**src/rtl/fwd_hazard_scoreboard.sv**
```systemverilog
// EX operand forwarding, load-use and pending-write hazard detection, and EX data-wait
// for a pipeline with NUM_STAGES bypass stages behind EX.
module fwd_hazard_scoreboard #(
  parameter int unsigned NUM_SRC    = 3,
  parameter int unsigned NUM_STAGES = 2,
  parameter int unsigned ADDR_W     = 5,
  parameter int unsigned SEL_W      = $clog2(NUM_STAGES + 1),
  parameter int unsigned PEND_W     = 2
) (
  input  logic                         clk,
  input  logic                         reset,
  input  logic                         id_valid,
  input  logic [NUM_SRC*ADDR_W-1:0]    id_src_addr,
  input  logic [NUM_SRC-1:0]           id_src_valid,
  input  logic [ADDR_W-1:0]            id_rd,
  input  logic                         id_reg_write,
  input  logic                         id_is_load,
  input  logic                         ex_advance,
  input  logic                         flush,
  input  logic [NUM_STAGES*ADDR_W-1:0] stage_rd,
  input  logic [NUM_STAGES-1:0]        stage_reg_write,
  input  logic [NUM_STAGES-1:0]        stage_data_ready,
  input  logic                         retire_valid,
  input  logic [ADDR_W-1:0]            retire_rd,
  output logic [NUM_SRC*SEL_W-1:0]     fwd_sel,
  output logic                         id_stall,
  output logic                         ex_data_wait,
  output logic                         sb_error
);

  localparam int unsigned NUM_REGS = 1 << ADDR_W;
  localparam logic [PEND_W-1:0] PEND_MAX = '1;

  logic                               ex_valid_q, ex_valid_d;
  logic [NUM_SRC*ADDR_W-1:0]          ex_src_addr_q, ex_src_addr_d;
  logic [NUM_SRC-1:0]                 ex_src_valid_q, ex_src_valid_d;
  logic [ADDR_W-1:0]                  ex_rd_q, ex_rd_d;
  logic                               ex_reg_write_q, ex_reg_write_d;
  logic                               ex_is_load_q, ex_is_load_d;
  logic [NUM_REGS-1:0][PEND_W-1:0]    pend_q, pend_d;
  logic                               sb_error_q, sb_error_d;

  logic              load_use, sb_hazard, sb_full, stall;
  logic              visible;
  logic [ADDR_W-1:0] src;
  logic              issue, retire;

  logic [NUM_SRC*SEL_W-1:0] sel;
  logic                     data_wait, found;
  logic [ADDR_W-1:0]        ex_src;

  // ID hazards: a producer still in EX or a bypass stage can be forwarded, anything older must wait
  always_comb begin
    load_use  = 1'b0;
    sb_hazard = 1'b0;
    visible   = 1'b0;
    src       = '0;
    for (int s = 0; s < NUM_SRC; s++) begin
      src     = id_src_addr[s*ADDR_W +: ADDR_W];
      visible = ex_valid_q && ex_reg_write_q && (ex_rd_q == src);
      for (int k = 0; k < NUM_STAGES; k++) begin
        if (stage_reg_write[k] && (stage_rd[k*ADDR_W +: ADDR_W] == src)) visible = 1'b1;
      end
      if (id_valid && id_src_valid[s] && (src != '0)) begin
        if (ex_valid_q && ex_reg_write_q && ex_is_load_q && (ex_rd_q == src)) load_use = 1'b1;
        if ((pend_q[src] != '0) && !visible) sb_hazard = 1'b1;
      end
    end
    sb_full = id_valid && id_reg_write && (id_rd != '0) && (pend_q[id_rd] == PEND_MAX);
    stall   = load_use || sb_hazard || sb_full;
  end

  // EX operand selects: nearest matching stage wins
  always_comb begin
    sel       = '0;
    data_wait = 1'b0;
    found     = 1'b0;
    ex_src    = '0;
    for (int s = 0; s < NUM_SRC; s++) begin
      ex_src = ex_src_addr_q[s*ADDR_W +: ADDR_W];
      found  = 1'b0;
      if (ex_valid_q && ex_src_valid_q[s] && (ex_src != '0)) begin
        for (int k = 0; k < NUM_STAGES; k++) begin
          if (!found && stage_reg_write[k] && (stage_rd[k*ADDR_W +: ADDR_W] == ex_src)) begin
            found                  = 1'b1;
            sel[s*SEL_W +: SEL_W]  = SEL_W'(k + 1);
            if (!stage_data_ready[k]) data_wait = 1'b1;
          end
        end
      end
    end
  end

  // ID/EX register and pending-write counters
  always_comb begin
    ex_valid_d     = ex_valid_q;
    ex_src_addr_d  = ex_src_addr_q;
    ex_src_valid_d = ex_src_valid_q;
    ex_rd_d        = ex_rd_q;
    ex_reg_write_d = ex_reg_write_q;
    ex_is_load_d   = ex_is_load_q;
    pend_d         = pend_q;
    sb_error_d     = sb_error_q;

    issue  = ex_advance && id_valid && !flush && !stall && id_reg_write && (id_rd != '0);
    retire = retire_valid && (retire_rd != '0);

    if (ex_advance) begin
      if (flush || stall || !id_valid) begin
        ex_valid_d     = 1'b0;
        ex_src_valid_d = '0;
        ex_reg_write_d = 1'b0;
        ex_is_load_d   = 1'b0;
      end else begin
        ex_valid_d     = 1'b1;
        ex_src_addr_d  = id_src_addr;
        ex_src_valid_d = id_src_valid;
        ex_rd_d        = id_rd;
        ex_reg_write_d = id_reg_write;
        ex_is_load_d   = id_is_load;
      end
    end

    // Simultaneous issue and retire of the same register cancel out
    if (!(issue && retire && (id_rd == retire_rd))) begin
      if (issue) pend_d[id_rd] = pend_q[id_rd] + PEND_W'(1);
      if (retire) begin
        if (pend_q[retire_rd] == '0) sb_error_d = 1'b1;
        else pend_d[retire_rd] = pend_q[retire_rd] - PEND_W'(1);
      end
    end
  end

  always_ff @(posedge clk or negedge reset) begin
    if (!reset) begin
      ex_valid_q     <= 1'b0;
      ex_src_addr_q  <= '0;
      ex_src_valid_q <= '0;
      ex_rd_q        <= '0;
      ex_reg_write_q <= 1'b0;
      ex_is_load_q   <= 1'b0;
      pend_q         <= '0;
      sb_error_q     <= 1'b0;
    end else begin
      ex_valid_q     <= ex_valid_d;
      ex_src_addr_q  <= ex_src_addr_d;
      ex_src_valid_q <= ex_src_valid_d;
      ex_rd_q        <= ex_rd_d;
      ex_reg_write_q <= ex_reg_write_d;
      ex_is_load_q   <= ex_is_load_d;
      pend_q         <= pend_d;
      sb_error_q     <= sb_error_d;
    end
  end

  assign fwd_sel      = sel;
  assign id_stall     = stall;
  assign ex_data_wait = data_wait;
  assign sb_error     = sb_error_q;

endmodule
```
**config.mk**
```make
export PLATFORM = sky130hd
export DESIGN_NAME = fwd_hazard_scoreboard
export DESIGN_NICKNAME = d
export VERILOG_FILES = /design/src/rtl/fwd_hazard_scoreboard.sv
export SDC_FILE = /design/constraint.sdc
export NUM_CORES = 1
export LEC_CHECK = 0
export ABC_AREA = 1
export CAP_MARGIN = 20
export CORE_MARGIN = 5
export CORE_UTILIZATION = 55
export CTS_BUF_LIST = sky130_fd_sc_hd__clkbuf_8 sky130_fd_sc_hd__clkbuf_16
export DETAILED_ROUTE_END_ITERATION = 6
export HOLD_SLACK_MARGIN = 0.1
export PLACE_DENSITY_LB_ADDON = 0.2
export SYNTH_ARGS = -nofsm -noshare
export SYNTH_HDL_FRONTEND = slang
export SYNTH_SLANG_ARGS = --single-unit
```
**constraint.sdc**
```tcl
create_clock -name clk -period 5.8 [get_ports clk]
set_clock_uncertainty 0.2 [all_clocks]
set_input_delay 1.16 -clock clk [delete_from_list [all_inputs] [get_ports clk]]
set_output_delay 1.16 -clock clk [all_outputs]
set_load 0.02 [all_outputs]
```
==> impl_metrics.yaml <==
yosys:
  synth_sequential_area_ratio_pct: 24.6
  proportion_of_register_bits_with_asynchronous_set_or_reset_after_synthesis_pct: 100
  avgSynthCellArea_um2: 5.89
  postSynthNetCount: 1622
  netlist_area_um2: 9250
  ys.warnings.count: 0
  synth_edf_count: 0
  yosys_register_bits: 91
  ys_types: 44
  synthCells: 1570
  ys.flop_type: "dfrtp_1"
timing:
  finalWorstPathRequiredPeriod_ns: 5.40
  final.period_utilization_pct: 93.0
  setup_viol_count_final: 0
  timing_hold_violations_final: 0
  fmaxAchievable_ghz: 0.185
  worstMarginPinSlew_ns: 0.852
  rsz0062_at_grt: "no"
  final.setup.tns_ns: 0
  timing.max_slew.rel_slack_pct: 43.0
  timing.final.max_slew_violations: 0
pwr:
  p_seq_share_pct: 42.6
  peakVddDrop_v: 0.000195
  combPwrFrac_pct: 34.4
  pwr-share-clk_pct: 23.0
  cellLeakagePower_nw: 4.77
  sw_frac_of_total_pct: 45.8
  total_switching_power_mw: 1.32
  pd_cells_nw_per_um2: 279
  power.internal_mw: 1.56
cts:
  tritoncts: "done"
  clock_latency_on_the_worst_skew_pair_ns: 0.36
  cts_buffer_depth: 2
  post_cts.repair.setup_buffers: 0
  cts-hold-fix-buffers: 0
  clock-root-buffer: "clkbuf_16"
  htree_levels: 3
  clock_sinks: 91
  inserted_clock_buffers: 9
  clk_transition_reported_paths_ns: 0.07
  cts-resized-gates: 0
grt:
  global_route.usage.total_pct: 38.1
  grt_start_max_net_pins: 114
  grt_pass1_wl_mm: 59.0
  antenna_found_initial: 0
  grt_pass1_vias: 10500
  grt-ovfl-total: 0
hold_path:
  timing.hold.worst_endpoint: "sb_error$_DFFE_PN0P_"
  worst_hold_path_type: "reg -> reg"
  min_from: "sb_error$_DFFE_PN0P_"
  number_of_instances_on_the_worst_hold_path: 1
worst_setup_path:
  end_kind: "output port"
  kind_of_launch_point_of_the_worst_setup_path: "input pin"
  r2r_end: "pend_q[51]$_DFFE_PN0N_"
  crit_slowest_cell: "clkdlybuf4s50_1"
  timing.critical_path.slowest_cell_delay_ns: 0.54
  r2r_setup_slack_ns: 1.73
  reg2regPathDepth: 18
  critical_path_cell_by_cell: "clkdlybuf4s50_1 -> inv_1 -> nor2_1 -> buf_4 -> clkinvlp_4 -> o22ai_1 -> nor2_1 -> o2111a_1 -> nand2_1 -> inv_1 -> ha_1 -> nand4_1 -> a21boi_1 -> nand2_1 -> nor2_2 -> inv_1 -> dlymetal6s2s_1"
  timing.critical_path.required_ns: 4.44
  cp_max_fo: 13
  arrival_ns: 4.04
  timing.setup.critical_path_class: "in -> out"
  regToRegStartpoint: "pend_q[36]$_DFFE_PN0N_"
  most_frequent_cell_on_the_critical_path: "inv_1"
route:
  drt_drc_violations_left: 9
  wl_mm: 38.0
  viasPerCell: 6.24
  final_ant_viol_nets: 0
  avgRoutedWirePerCell_um: 20.9
  drtIter0Drc: 1478
  vias: 11400
  drt_first_pass_iters: 7
placement:
  place_area_um2: 10000
  dp.cells: 1803
  gpl.final_weighted_congestion: 1.03
  placement.io_buffers: 58
  dpl.hpwl_mm: 26.9
die:
  die_y_um: 140
  initial_utilization_pct: 56.0
  num_io_pins: 59
  die-width_um: 140
  rows: 47
  floorplan.core_area_um2: 16500
  dieArea_um2: 19500
finish:
  finish.utilization_pct: 62.6
  p_r_area_growth_vs_syn_pct: 11.8
  fin_cells: 1819
  post-route-cell-area_um2: 10300
  drive_gt1_share_pct: 5.50
  antenna_cells_inserted: 0
  nNetsFinal: 1646
status:
  status: "complete, but fails checks"
  failed_checks: "DRC"
run:
  cap_viol_max_count: 0
==> critical path, delay by kind of cell <==
family	cells	cell delay, ns
adder cells (fa/ha/maj)	1	0.19
AND/OR/NAND/NOR	6	0.60
buffers and inverters	7	1.46
AO/OA/AOI/OAI	3	0.61
==> how the worst max path moves through the flow <==
stage          slack (ns)  cells after the start                     end     start
2_1_floorplan        0.98                     15                id_stall  id_rd[1]
3_3_place_gp         0.14                     22  pend_q[51]$_DFFE_PN0N_  id_rd[1]
3_5_place_dp         0.03                     23   pend_q[9]$_DFFE_PN0N_  id_rd[0]
4_1_cts              0.09                     17                id_stall  id_rd[0]
5_1_grt              0.28                     23  pend_q[51]$_DFFE_PN0N_  id_rd[0]
6_report             0.40                     17                id_stall  id_rd[0]
==> final cells by class <==
class	count	area [um2]
inverters	174	657
repair buffers	105	937
multi-input cells	1213	5870
clock inverters	6	88.8
well taps	220	275
flip-flops and latches	91	2280
fillers	1626	6180
clock buffers	10	239
==> through the flow <==
stage	setup WS, ns	total power [mW]	hold slack [ns]
3_3_place_gp	0.138	2.15	0.270
5_1_grt	0.278	3.04	0.303
4_1_cts	0.0877	2.82	0.283
3_5_place_dp	0.0319	2.16	0.267
2_1_floorplan	0.978	1.70	0.253
6_report	0.403	2.88	0.283
==> metal layers <==
| metal | vias to the layer above | global-route usage, % | wire length, um |
|---|---|---|---|
| met4 | 0 | 20.2 | 2140 |
| met2 | 791 | 58.6 | 16800 |
| li1 | 5273 | - | - |
| met5 | - | 0 | 0 |
| met1 | 5122 | 50.5 | 14400 |
| met3 | 172 | 8.10 | 4690 |
==> cells by family after synthesis <==
logic type	Yosys count	share of synthesized area (%)
simple gates	823	37.2
compound gates	363	23.6
buf+inv	266	11.9
flops	91	24.6
xor+xnor	25	2.37
fa+ha+maj	2	0.271
==> layout by cell type (no fill, tap or decap), types with 4 or more instances in the layout <==
master           count
nand2_1            475
o21ai_0            172
inv_1              160
nand3_1            157
nor2_1             128
dfrtp_1             91
clkdlybuf4s50_1     56
o22ai_1             50
o21bai_1            49
buf_4               47
o21ai_1             24
nor3_1              23
nand4_1             22
a22oi_1             16
o221ai_1            16
xor2_1              15
a21oi_1             12
inv_2               11
xnor2_1             10
o211ai_1             9
clkbuf_16            9
nor3_2               4
a221oi_1             4
nor4_1               4
==> cells in the mapped netlist (5+ instances only) <==
library cell	count	area, um2
nor3_1	23	115
o21bai_1	49	368
dfrtp_1	91	2280
buf_6	5	56.3
xor2_1	15	131
nand4_1	22	138
buf_2	38	190
nand2_1	475	1780
nor2_1	128	480
o22ai_1	50	313
buf_4	5	37.5
a22oi_1	16	120
xnor2_1	10	87.6
a21oi_1	12	60.1
clkbuf_1	42	158
o211ai_1	9	67.6
nand3_1	157	786
o221ai_1	16	140
inv_1	159	597
o21ai_0	172	861
o21ai_1	24	120
inv_2	11	41.3
==> registers in the layout (all words and copies together) (netlist names) <==
signal,flops
sb_error,1
ex_is_load_q,1
ex_src_addr_q,15
ex_src_valid_q,3
pend_q,64
ex_valid_q,1
ex_rd_q,5
ex_reg_write_q,1
==> power groups by stage <==
stage	registers, mW	clock network (mW)	logic, mW
floorplan	0.998	0	0.700
global route	1.23	0.705	1.11
finish	1.23	0.664	0.991
detailed placement	1.20	0	0.960
global placement	1.20	0	0.945
CTS	1.19	0.668	0.967
No activity file was read; power rests on OpenSTA's default activity.
